### config.mk
export PLATFORM = sky130hd
export DESIGN_NAME = wb_arb_stage_flat
export DESIGN_NICKNAME = d
export VERILOG_FILES = /design/src/rtl/wb_arb_stage_if.sv /design/src/rtl/wb_arb_stage.sv /design/src/flat_wrapper.sv
export SDC_FILE = /design/constraint.sdc
export NUM_CORES = 1
export LEC_CHECK = 0
export ABC_CLOCK_PERIOD_IN_PS = 2700
export BUFFER_PORTS_ARGS = -buffer_cell sky130_fd_sc_hd__clkbuf_2
export CAP_MARGIN = 20
export CORE_UTILIZATION = 42
export CTS_CLUSTER_SIZE = 8
export DETAILED_ROUTE_END_ITERATION = 10
export PLACE_DENSITY = 0.79
export SYNTH_ARGS = -nofsm -noshare
export SYNTH_HDL_FRONTEND = slang
export SYNTH_SLANG_ARGS = --single-unit
export TNS_END_PERCENT = 5
### constraint.sdc
create_clock -name clk -period 2.7 [get_ports clk]
set_input_delay 0.27 -clock clk [delete_from_list [all_inputs] [get_ports clk]]
set_output_delay 0.27 -clock clk [all_outputs]
set_load 0.02 [all_outputs]
### src/rtl/wb_arb_stage_if.sv
// Writeback request bundle between the writeback sources and the arbitration stage.
// The stage receives requests and drives the grants plus the register-file write port.
interface wb_arb_stage_if #(
    parameter int NUM_CH = 2,
    parameter int REG_AW = 5,
    parameter int CNT_W  = 32
);
    logic [NUM_CH-1:0]        in_valid;
    logic [NUM_CH-1:0]        in_ready;
    logic [NUM_CH-1:0]        in_mem2reg;
    logic [3*NUM_CH-1:0]      in_ldop;
    logic [2*NUM_CH-1:0]      in_boff;
    logic [32*NUM_CH-1:0]     in_alu;
    logic [32*NUM_CH-1:0]     in_ldata;
    logic [REG_AW*NUM_CH-1:0] in_dest;
    logic                     rf_we;
    logic [REG_AW-1:0]        rf_waddr;
    logic [31:0]              rf_wdata;
    logic                     done_out;
    logic [CNT_W-1:0]         retire_cnt;

    modport master (
        output in_valid, in_mem2reg, in_ldop, in_boff, in_alu, in_ldata, in_dest,
        input  in_ready, rf_we, rf_waddr, rf_wdata, done_out, retire_cnt
    );

    modport slave (
        input  in_valid, in_mem2reg, in_ldop, in_boff, in_alu, in_ldata, in_dest,
        output in_ready, rf_we, rf_waddr, rf_wdata, done_out, retire_cnt
    );
endinterface

### src/rtl/wb_arb_stage.sv
// Round-robin writeback arbiter with load extension feeding one register-file write port.
// Latency 1 cycle; grant is combinational from in_valid and the pointer, losers simply hold their request.
module wb_arb_stage #(
    parameter int NUM_CH = 2,
    parameter int REG_AW = 5,
    parameter int CNT_W  = 32
) (
    input  logic          clk,
    input  logic          rst_n,
    wb_arb_stage_if.slave bus
);
    localparam int PTR_W = (NUM_CH > 1) ? $clog2(NUM_CH) : 1;

    logic [PTR_W-1:0]  ptr_q, ptr_d;
    logic [PTR_W-1:0]  win;
    logic [NUM_CH-1:0] hi_req;
    logic [NUM_CH-1:0] grant;
    logic              any_vld;
    logic              xfer;

    logic              sel_m2r;
    logic [2:0]        sel_ldop;
    logic [1:0]        sel_boff;
    logic [31:0]       sel_alu;
    logic [31:0]       sel_ldata;
    logic [REG_AW-1:0] sel_dest;
    logic [7:0]        ld_b;
    logic [15:0]       ld_h;
    logic [31:0]       ld_ext;
    logic [31:0]       wb_dat;

    logic              rf_we_q, rf_we_d;
    logic              done_q, done_d;
    logic [REG_AW-1:0] waddr_q, waddr_d;
    logic [31:0]       wdata_q, wdata_d;
    logic [CNT_W-1:0]  cnt_q, cnt_d;

    // Lowest valid channel at or above the pointer wins; otherwise wrap to the lowest valid one.
    always_comb begin
        any_vld = |bus.in_valid;
        hi_req  = '0;
        win     = '0;
        grant   = '0;
        for (int i = 0; i < NUM_CH; i++) begin
            hi_req[i] = bus.in_valid[i] && (i >= int'(ptr_q));
        end
        for (int i = NUM_CH - 1; i >= 0; i--) begin
            if (bus.in_valid[i]) win = PTR_W'(i);
        end
        if (|hi_req) begin
            for (int i = NUM_CH - 1; i >= 0; i--) begin
                if (hi_req[i]) win = PTR_W'(i);
            end
        end
        for (int i = 0; i < NUM_CH; i++) begin
            grant[i] = any_vld && rst_n && (win == PTR_W'(i));
        end
    end

    assign bus.in_ready = grant;
    assign xfer         = |grant;

    always_comb begin
        sel_m2r   = 1'b0;
        sel_ldop  = '0;
        sel_boff  = '0;
        sel_alu   = '0;
        sel_ldata = '0;
        sel_dest  = '0;
        for (int i = 0; i < NUM_CH; i++) begin
            if (grant[i]) begin
                sel_m2r   = bus.in_mem2reg[i];
                sel_ldop  = bus.in_ldop[i*3 +: 3];
                sel_boff  = bus.in_boff[i*2 +: 2];
                sel_alu   = bus.in_alu[i*32 +: 32];
                sel_ldata = bus.in_ldata[i*32 +: 32];
                sel_dest  = bus.in_dest[i*REG_AW +: REG_AW];
            end
        end
    end

    // Halfword loads only look at boff[1]; reserved op codes fall through to a full word.
    always_comb begin
        ld_b = sel_ldata[{sel_boff, 3'b000} +: 8];
        ld_h = sel_boff[1] ? sel_ldata[31:16] : sel_ldata[15:0];
        case (sel_ldop)
            3'd0:    ld_ext = {{24{ld_b[7]}}, ld_b};
            3'd1:    ld_ext = {24'h0, ld_b};
            3'd2:    ld_ext = {{16{ld_h[15]}}, ld_h};
            3'd3:    ld_ext = {16'h0, ld_h};
            default: ld_ext = sel_ldata;
        endcase
        wb_dat = sel_m2r ? ld_ext : sel_alu;
    end

    always_comb begin
        ptr_d   = ptr_q;
        rf_we_d = 1'b0;
        done_d  = 1'b0;
        waddr_d = waddr_q;
        wdata_d = wdata_q;
        cnt_d   = cnt_q;
        if (xfer) begin
            ptr_d  = (win == PTR_W'(NUM_CH - 1)) ? '0 : win + 1'b1;
            done_d = 1'b1;
            cnt_d  = cnt_q + 1'b1;
            // x0 retires like any other request but never reaches the register file.
            if (sel_dest != '0) begin
                rf_we_d = 1'b1;
                waddr_d = sel_dest;
                wdata_d = wb_dat;
            end else begin
                waddr_d = '0;
                wdata_d = '0;
            end
        end
    end

    always_ff @(posedge clk or negedge rst_n) begin
        if (!rst_n) begin
            ptr_q   <= '0;
            rf_we_q <= 1'b0;
            done_q  <= 1'b0;
            waddr_q <= '0;
            wdata_q <= '0;
            cnt_q   <= '0;
        end else begin
            ptr_q   <= ptr_d;
            rf_we_q <= rf_we_d;
            done_q  <= done_d;
            waddr_q <= waddr_d;
            wdata_q <= wdata_d;
            cnt_q   <= cnt_d;
        end
    end

    assign bus.rf_we      = rf_we_q;
    assign bus.rf_waddr   = waddr_q;
    assign bus.rf_wdata   = wdata_q;
    assign bus.done_out   = done_q;
    assign bus.retire_cnt = cnt_q;
endmodule

### src/flat_wrapper.sv
// flat-port wrapper written by rule: the top's interface ports become plain ports
module wb_arb_stage_flat 
#(
    parameter int NUM_CH = 2,
    parameter int REG_AW = 5,
    parameter int CNT_W  = 32
)
  (clk, rst_n, bus_in_valid, bus_in_mem2reg, bus_in_ldop, bus_in_boff, bus_in_alu, bus_in_ldata, bus_in_dest, bus_in_ready, bus_rf_we, bus_rf_waddr, bus_rf_wdata, bus_done_out, bus_retire_cnt);
  wb_arb_stage_if #(.NUM_CH(NUM_CH), .REG_AW(REG_AW), .CNT_W(CNT_W)) bus_i ();
  input  logic clk;
  input  logic rst_n;
  input wire logic [$bits(bus_i.in_valid)-1:0] bus_in_valid;
  input wire logic [$bits(bus_i.in_mem2reg)-1:0] bus_in_mem2reg;
  input wire logic [$bits(bus_i.in_ldop)-1:0] bus_in_ldop;
  input wire logic [$bits(bus_i.in_boff)-1:0] bus_in_boff;
  input wire logic [$bits(bus_i.in_alu)-1:0] bus_in_alu;
  input wire logic [$bits(bus_i.in_ldata)-1:0] bus_in_ldata;
  input wire logic [$bits(bus_i.in_dest)-1:0] bus_in_dest;
  output wire logic [$bits(bus_i.in_ready)-1:0] bus_in_ready;
  output wire logic [$bits(bus_i.rf_we)-1:0] bus_rf_we;
  output wire logic [$bits(bus_i.rf_waddr)-1:0] bus_rf_waddr;
  output wire logic [$bits(bus_i.rf_wdata)-1:0] bus_rf_wdata;
  output wire logic [$bits(bus_i.done_out)-1:0] bus_done_out;
  output wire logic [$bits(bus_i.retire_cnt)-1:0] bus_retire_cnt;
  assign bus_i.in_valid = bus_in_valid;
  assign bus_i.in_mem2reg = bus_in_mem2reg;
  assign bus_i.in_ldop = bus_in_ldop;
  assign bus_i.in_boff = bus_in_boff;
  assign bus_i.in_alu = bus_in_alu;
  assign bus_i.in_ldata = bus_in_ldata;
  assign bus_i.in_dest = bus_in_dest;
  assign bus_in_ready = bus_i.in_ready;
  assign bus_rf_we = bus_i.rf_we;
  assign bus_rf_waddr = bus_i.rf_waddr;
  assign bus_rf_wdata = bus_i.rf_wdata;
  assign bus_done_out = bus_i.done_out;
  assign bus_retire_cnt = bus_i.retire_cnt;
  wb_arb_stage #(.NUM_CH(NUM_CH), .REG_AW(REG_AW), .CNT_W(CNT_W)) u_core (.clk(clk), .rst_n(rst_n), .bus(bus_i));
endmodule
==> flow_summary.ini, run 1 <==
[run_status]
outcome = completed

[drt]
viasPerCell = 5.77
drt_iter0_drc = 381
routed_wirelength_mm = 15.2
drt_pass1_iterations = 8
drc = 0
vias = 4883
ant_nets = 0
avgRoutedWirePerCell_um = 17.9

[global_route]
grt-ovfl-total = 0
first_global_vias = 4773
grt_pass1_wl_mm = 24.2
grt_max_degree = 60
antenna_found_initial = 0
track_usage_pct = 27.3

[worst_setup_path]
critical_path_class = reg2reg
crit_chain = nand2b_1 > buf_4 > a32o_2 > a21boi_1 > o21ai_1 > a222oi_1 > a221o_1
cp.required_ps = 2920
startpoint_type = flip-flop
slowest_stage = o21ai_1
cp-end-kind = flip-flop
critPathTopFamily = compound AO/OA/AOI/OAI gates
critical_path.max_stage_delay_ps = 440
crit_arrival_ps = 2810
worstPathBufferInverterCount = 1
cp_max_fo = 10

[power]
p_per_area_mw_per_mm2 = 572
ir_worst_vdd_uv = 284
p_leak_nw = 3.03

[cts]
clock_latency_ps = 340
h-tree-depth = 3
postCtsSetupRepairBufs = 0
clk_path_buf_depth = 2
clkTransAtPathRegs_ps = 80
clockRootBuffer = clkbuf_8
cts_tree = yes
cts.sinks = 72
cts_made_buffers = 9

[timing]
rsz0062_at_grt = no
setup_viol = 0
maxSlewViolCount = 0
max_freq_mhz = 386
relSlewSlack_pct = 52.6
timing.hold.ws_ps = 102
min_period_over_period_pct = 95.9
fin_crit_ps = 2590
final.setup.tns_ps = 0
clock_skew_ps = 10.2
finalHoldViolations = 0
worst_pin_slew_ps = 712

[floorplanning]
chipWidth_um = 106
dieArea_mm2 = 0.0113
ios = 227
core_mm2 = 0.0104
num_rows = 37
start_util_pct = 43.7
die_h_um = 106

[synth]
async_flop_share_pct = 100
synthCells = 482
netlist_area_mm2 = 0.00456
synth_edf_count = 0
ys_seq_elements = 72
synth-seq-area-share_pct = 39.5
yosys_warnings = 0
synth_top_flop_cell = dfrtp_1
ys_types = 62
syn-num-nets = 637
syn_avg_cell_area_um2 = 9.45

[run]
drv_cap = 0

[placed_design]
place.gp.congestion = 0.951
dpl.hpwl_mm = 12.0
io_buffers = 226

[final_layout]
nets = 861
area_growth_pct = 33.6
final_layout_size_suffix_gt1_share_pct = 41.0
antenna_cells = 0

[worst_hold_path]
hold_path_class = in2async
-- power by group --
part	internal, mW	switching, mW	total [mW]	leakage, nW
Clock	0.540	0.395	0.935	0.108
Sequential	1.24	0.144	1.38	0.945
Combinational	0.458	0.705	1.16	1.98
Total	2.24	1.24	3.48	3.03
-- metrics by stage --
step           util, %  cells  worst slack [ps]  total power, mW  instance area (um2)
3_5_place_dp      56.1    830               199             2.56                 5850
4_1_cts           58.3    846               195             3.49                 6080
3_3_place_gp      56.1    830               237             2.52                 5850
2_1_floorplan        -    482               503             2.07                 4560
5_1_grt           58.4    846              15.5             3.67                 6090
6_report          58.4    846               111             3.48                 6090
-- sequential cells by signal, summed over array words and instances (netlist names) --
register               cells
u_core.bus.done_out        1
u_core.bus.retire_cnt     32
u_core.bus.rf_waddr        5
u_core.bus.rf_wdata       32
u_core.bus.rf_we           1
u_core.ptr_q               1
-- cells in the mapped netlist, types with 8 or more instances --
cell,count,share of area (%)
dfrtp_1,72,40
a22oi_1,44,7.3
mux2_2,8,2.0
nand3_1,18,2.0
a32oi_1,8,1.5
xnor2_1,24,4.6
a21oi_1,9,0.99
and2_1,8,1.1
nor2_1,33,2.7
o211ai_1,9,1.5
buf_2,13,1.4
or3_1,15,2.1
o21ai_0,28,3.1
a221o_1,10,2.2
nand2_1,60,4.9
-- cell usage in the layout, fill, tap and decap left out, types with 4 or more instances in the layout --
cell type / synthesis / layout
a22o_1: 7 / 7
o21ai_0: 28 / 28
xor2_1: 7 / 7
dfrtp_1: 72 / 72
clkbuf_2: 1 / 225
nand4_1: 4 / 4
a32oi_1: 8 / 7
a32o_1: 5 / 5
mux2i_1: 7 / 7
a222oi_1: 7 / 7
clkbuf_8: 0 / 10
mux2_2: 8 / 8
a21oi_1: 9 / 9
o211ai_1: 9 / 9
buf_4: 3 / 17
a221o_1: 10 / 10
nand2_1: 60 / 60
or3_1: 15 / 15
o21ai_1: 4 / 4
and3_1: 6 / 6
and2_1: 8 / 8
xnor2_1: 24 / 24
a22oi_1: 44 / 44
inv_1: 4 / 4
nor2_1: 33 / 33
a221oi_1: 7 / 7
nand3_1: 18 / 18
-- cells by family (layout without fill, tap and decap cells) --
logic type	Yosys count	count (layout)	share of synthesized area (%)
buf+inv	37	265	4.75
fa+ha+maj	1	1	0.275
mux	16	16	4.01
simple gates	163	163	17.6
xor+xnor	31	31	5.96
flops	72	72	39.5
compound gates	162	162	27.9
-- final cells by class --
cell class | instances | area, um2
timing repair buffer | 245 | 1300
sequential | 72 | 1800
inverter | 5 | 18.8
clock buffer | 10 | 138
fill | 952 | 4330
clock inverter | 5 | 81.3
tap | 136 | 170
multi-input combinational | 373 | 2570
-- layer usage --
layer	routed length, um	global-route usage (%)	vias up
li1	-	-	2285
met1	6040	34.8	2295
met2	7760	48.1	281
met3	1090	2.64	22
met4	255	9.62	0
met5	0	0	-
-- worst paths after layout --
path | from | endpoint | slack (ps) | cells after the start
max | u_core.ptr_q | u_core.bus.rf_wdata[3] | 110 | 7
min | rst_n | u_core.bus.rf_wdata[1] | 100 | 2
max reg2reg | u_core.ptr_q | u_core.bus.rf_wdata[3] | 110 | 7
min reg2reg | u_core.bus.retire_cnt[31] | u_core.bus.retire_cnt[31] | 470 | 1
max in group asynchronous | rst_n | u_core.bus.retire_cnt[15] | 1600 | 3
min in group clk | bus_in_alu[22] | u_core.bus.rf_wdata[22] | 260 | 4
-- what timing repair did --
| action | 4_1_cts | 5_1_grt |
|---|---|---|
| endpoints found under the hold margin | 5 | 0 |
| hold buffers | 1 | 0 |
| setup endpoints to repair | 0 | 5 |
| gates resized for setup | 0 | 1 |
Power figures use the tool's default switching activity.
==> run 2, diff against run 1 <==
--- a/config.mk
+++ b/config.mk
@@ -11,3 +11,2 @@
 export CORE_UTILIZATION = 42
-export CTS_CLUSTER_SIZE = 8
 export DETAILED_ROUTE_END_ITERATION = 10
==> constraint.sdc (replaced) <==
create_clock -name clk -period 2.7 [get_ports clk]
set_input_delay 0.54 -clock clk [delete_from_list [all_inputs] [get_ports clk]]
set_output_delay 0.54 -clock clk [all_outputs]
set_load 0.02 [all_outputs]
==> run 2 against run 1 <==
  * Combinational power is 3% higher
  * Final cell count is 0.95% higher
  * Via count is 2.2% higher
  * Clock power is 2% lower
  * Largest power group unchanged
  * Critical endpoint is now u_core.bus.rf_wdata[1]
  * Utilization is 0.76 points higher
  * Fmax is 3.2% higher
==> flow_summary.ini, run 2 (synthesis gave the netlist of run 1 again) <==
[floorplanning]
chipWidth_um = 106
ios = 227
num_rows = 37
dieArea_mm2 = 0.0113
start_util_pct = 43.7
die_h_um = 106
core_mm2 = 0.0104

[cts]
cts_made_buffers = 9
cts_tree = yes
cts.sinks = 72
clk_path_buf_depth = 2
clock_latency_ps = 350
cts_hold_buf = 0
clkTransAtPathRegs_ps = 80
clockRootBuffer = clkbuf_8
h-tree-depth = 3

[drt]
viasPerCell = 5.84
vias = 4988
drt_iter0_drc = 454
drc = 0
ant_nets = 0
drt_pass1_iterations = 5
avgRoutedWirePerCell_um = 18.2
routed_wirelength_mm = 15.6

[power]
p_per_area_mw_per_mm2 = 567
p_sw_mw = 1.26
ir_worst_vdd_uv = 379
p_leak_nw = 3.07
clkPwrFrac_pct = 26.3
comb_power_share_pct = 34.2
sw_frac_of_total_pct = 36.0
internal-power_mw = 2.24
seqPwrFrac_pct = 39.5

[timing]
rsz0062_at_grt = no
timing.hold.ws_ps = 243
fin_crit_ps = 2510
max_freq_mhz = 399
maxSlewViolCount = 0
clock_skew_ps = 10.6
worst_pin_slew_ps = 687
final.setup.tns_ps = 0
setup_slack_ps = 191
relSlewSlack_pct = 54.2
setup_viol = 0
min_period_over_period_pct = 92.9
finalHoldViolations = 0

[global_route]
track_usage_pct = 28.5
first_global_vias = 4925
grt_pass1_wl_mm = 24.9
antenna_found_initial = 0
grt_max_degree = 56
grt-ovfl-total = 0

[final_layout]
antenna_cells = 0
nets = 868
fill_cells = 925
final_layout_size_suffix_gt1_share_pct = 41.5
final_cells = 854
layout_common_cells = clkbuf_2, dfrtp_1, nand2_1
final_common_cell = clkbuf_2
utilization_pct = 59.2
area_growth_pct = 35.3

[worst_setup_path]
regToRegSetupSlack_ps = 190
cp-end-kind = flip-flop
critical_path_class = reg2reg
cp.required_ps = 2930
r2r_cells = 6
rr_endpoint = u_core.bus.rf_wdata[1]
crit_arrival_ps = 2740
startpoint_type = flip-flop
crit-reg2reg-launch = u_core.ptr_q
cp_max_fo = 7

[worst_hold_path]
hold_path_class = in2async

[placed_design]
dp_worst_setup_slack_ps = -93.4
io_buffers = 226
dpl.hpwl_mm = 12.4
place.gp.congestion = 1.04
dp.cells = 838

[run_status]
outcome = completed

[run]
drv_cap = 0
run 2: changes by cell type in the layout (fill, tap and decap cells not counted), sizes merged:
cell and delta:
dlygate4sd3 -1, buf +8, clkbuf +1
run 2: final cells by class:
type / count / area, um2 / share of cell area (%)
tap: 136 / 170 / 2.76
timing repair buffer: 252 / 1390 / 22.6
clock inverter: 5 / 81.3 / 1.32
multi-input combinational: 373 / 2570 / 41.7
sequential: 72 / 1800 / 29.2
inverter: 5 / 18.8 / 0.304
clock buffer: 11 / 131 / 2.13
run 2: power by group through the flow:
stage                     registers, mW  clock network (mW)  logic (mW)
after floorplan                    1.57                   0       0.501
after global placement             1.39                   0        1.16
after detailed placement           1.40                   0        1.19
after CTS                          1.38               0.936        1.19
after global routing               1.41               0.986        1.29
final                              1.38               0.919        1.20
run 2: worst max path at each step:
stage	end	depth (start not counted)	from
after global placement	u_core.bus.rf_wdata[17]	7	bus_in_valid[0]
after global routing	u_core.bus.rf_wdata[1]	6	u_core.ptr_q
after detailed placement	u_core.bus.rf_wdata[18]	7	bus_in_valid[0]
after CTS	u_core.bus.rf_wdata[18]	6	u_core.ptr_q
final	u_core.bus.rf_wdata[1]	6	u_core.ptr_q
after floorplan	bus_in_ready[1]	6	bus_in_valid[1]
run 2: stage by stage:
step	instance area, um2	total power, mW
global route	6160	3.68
finish	6160	3.50
floorplan	4560	2.07
global placement	5950	2.55
CTS	6160	3.51
detailed placement	5950	2.59
run 2: layer usage:
metal,vias to the layer above,GRT usage [%],wire (um)
met1,2341,33.9,5800
met3,39,5.21,1360
met2,310,50.1,7890
met4,0,12.1,505
li1,2298,-,-
met5,-,0,0
run 2: critical path, cell delays in order (launching register included):
cell and delay (ps):
dfrtp_1 440, nor2b_1 530, o32ai_4 220, a21boi_1 200, o21ai_1 450, a222oi_1 200, a221o_1 360
run 2: timing repair:
action                     in CTS  in global routing
setup buffers                   0                  0
setup endpoints to repair       0                 14
hold endpoints to repair        0                  0
gates resized for setup         0                  1
==> run 3, diff against run 2 <==
Settings changed: MAX_ROUTING_LAYER set to met4.
==> run 3 against run 2 <==
  * First-iteration DRC count rose by 7.9%
  * Final cell count did not move
  * Global-route usage rose by 0.98 points
  * Clock skew rose by 4.1 ps
  * Largest power group unchanged
==> flow_summary.ini, run 3 (synthesis gave the netlist of run 1 again) <==
[drt]
drt_pass1_iterations = 8
ant_nets = 0
viasPerCell = 5.92
routed_wirelength_mm = 15.8
drt_iter0_drc = 490
avgRoutedWirePerCell_um = 18.5
drc = 0
vias = 5055

[placed_design]
dpl.hpwl_mm = 12.6
place.gp.congestion = 1.08
io_buffers = 226
dp_worst_setup_slack_ps = -185

[worst_setup_path]
cp_max_fo = 14
crit_chain = nand2b_1 > buf_4 > a32o_2 > a21oi_2 > mux4_2 > nor3b_4 > or3_1
worstPathBufferInverterCount = 1
regToRegSetupSlack_ps = 180
cp.required_ps = 2980
crit-reg2reg-launch = u_core.ptr_q
r2r_cells = 7
startpoint_type = flip-flop
crit_start = u_core.ptr_q
cp-end-kind = flip-flop
rr_endpoint = u_core.bus.rf_wdata[19]
critical_path.max_stage_delay_ps = 520
slowest_stage = nor3b_4
critPathTopFamily = simple AND/OR/NAND/NOR gates
cp.depth = 7
critical_path_class = reg2reg
crit_arrival_ps = 2800

[timing]
relSlewSlack_pct = 54.1
maxSlewViolCount = 0
final.setup.tns_ps = 0
clock_skew_ps = 14.8
rsz0062_at_grt = no
setup_viol = 0
fin_crit_ps = 2520
finalHoldViolations = 0
setup_slack_ps = 184
min_period_over_period_pct = 93.2
worst_pin_slew_ps = 688
max_freq_mhz = 397

[cts]
postCtsSetupRepairBufs = 0
cts_tree = yes
cts-resized-gates = 0
clock_latency_ps = 340
clk_path_buf_depth = 2
clkTransAtPathRegs_ps = 90
clockRootBuffer = clkbuf_8
h-tree-depth = 3
cts_hold_buf = 0
cts.sinks = 72
cts_made_buffers = 9

[final_layout]
final_layout_size_suffix_gt1_share_pct = 41.8
antenna_cells = 0
fill_cells = 924
seq_area_mm2 = 0.00180
utilization_pct = 59.5
nets = 868
final_common_cell = clkbuf_2
area_growth_pct = 36.1
layout_common_cells = clkbuf_2, dfrtp_1, nand2_1
multi_input_area_mm2 = 0.00257

[global_route]
first_global_vias = 5061
grt_max_degree = 56
antenna_found_initial = 0
track_usage_pct = 29.5
grt-ovfl-total = 0
grt_pass1_wl_mm = 25.2

[power]
p_per_area_mw_per_mm2 = 584
ir_worst_vdd_uv = 394
p_leak_nw = 3.09

[floorplanning]
dieArea_mm2 = 0.0113
chipWidth_um = 106
ios = 227
core_mm2 = 0.0104
start_util_pct = 43.7
num_rows = 37
die_h_um = 106

[run_status]
outcome = completed

[run]
drv_cap = 0

[worst_hold_path]
hold_path_class = in2async
-- run 3: changes by cell type in the layout (fill, tap and decap cells not counted) --
cell        before  now
nor2b_1          1    0
clkbuf_8         9   10
clkinvlp_4       1    0
nor2b_2          0    1
bufinv_16        2    3
clkbuf_1         2    1
-- run 3: final cells by class --
cell class | count | area share, %
clock buffer | 11 | 2.28
clock inverter | 5 | 1.68
multi-input combinational | 373 | 41.5
tap | 136 | 2.74
inverter | 5 | 0.303
timing repair buffer | 252 | 22.4
sequential | 72 | 29.1
-- run 3: layer usage --
metal / vias up / share of wire (%) / track usage [%] / wire length (um)
met5: - / 0 / - / 0
met4: 0 / 4.0 / 14.7 / 639
met3: 51 / 7.6 / 4.05 / 1200
met2: 315 / 50 / 49.4 / 7930
met1: 2392 / 38 / 34.8 / 6040
li1: 2297 / - / - / -
-- run 3: worst max-delay path by stage --
stage / endpoint / slack (ps)
after global routing: u_core.bus.rf_wdata[18] / 50
after floorplan: bus_in_ready[1] / 320
final: u_core.bus.rf_wdata[19] / 180
after detailed placement: u_core.bus.rf_wdata[21] / -180
after global placement: u_core.bus.rf_wdata[16] / -40
after CTS: u_core.bus.rf_wdata[19] / 60
-- run 3: power breakdown --
part / switching, mW / internal, mW / total [mW]
sequential: 0.141 / 1.24 / 1.38
clock: 0.404 / 0.640 / 1.04
combinational: 0.720 / 0.477 / 1.20
-- run 3: per-stage QoR --
stage / total power [mW] / instance area (um2) / hold slack, ps / std cells
after global placement: 2.55 / 5950 / 465 / 838
final: 3.62 / 6200 / 235 / 854
after floorplan: 2.07 / 4560 / 244 / 482
after CTS: 3.62 / 6190 / 236 / 854
after global routing: 3.81 / 6200 / 244 / 854
after detailed placement: 2.59 / 5950 / 472 / 838
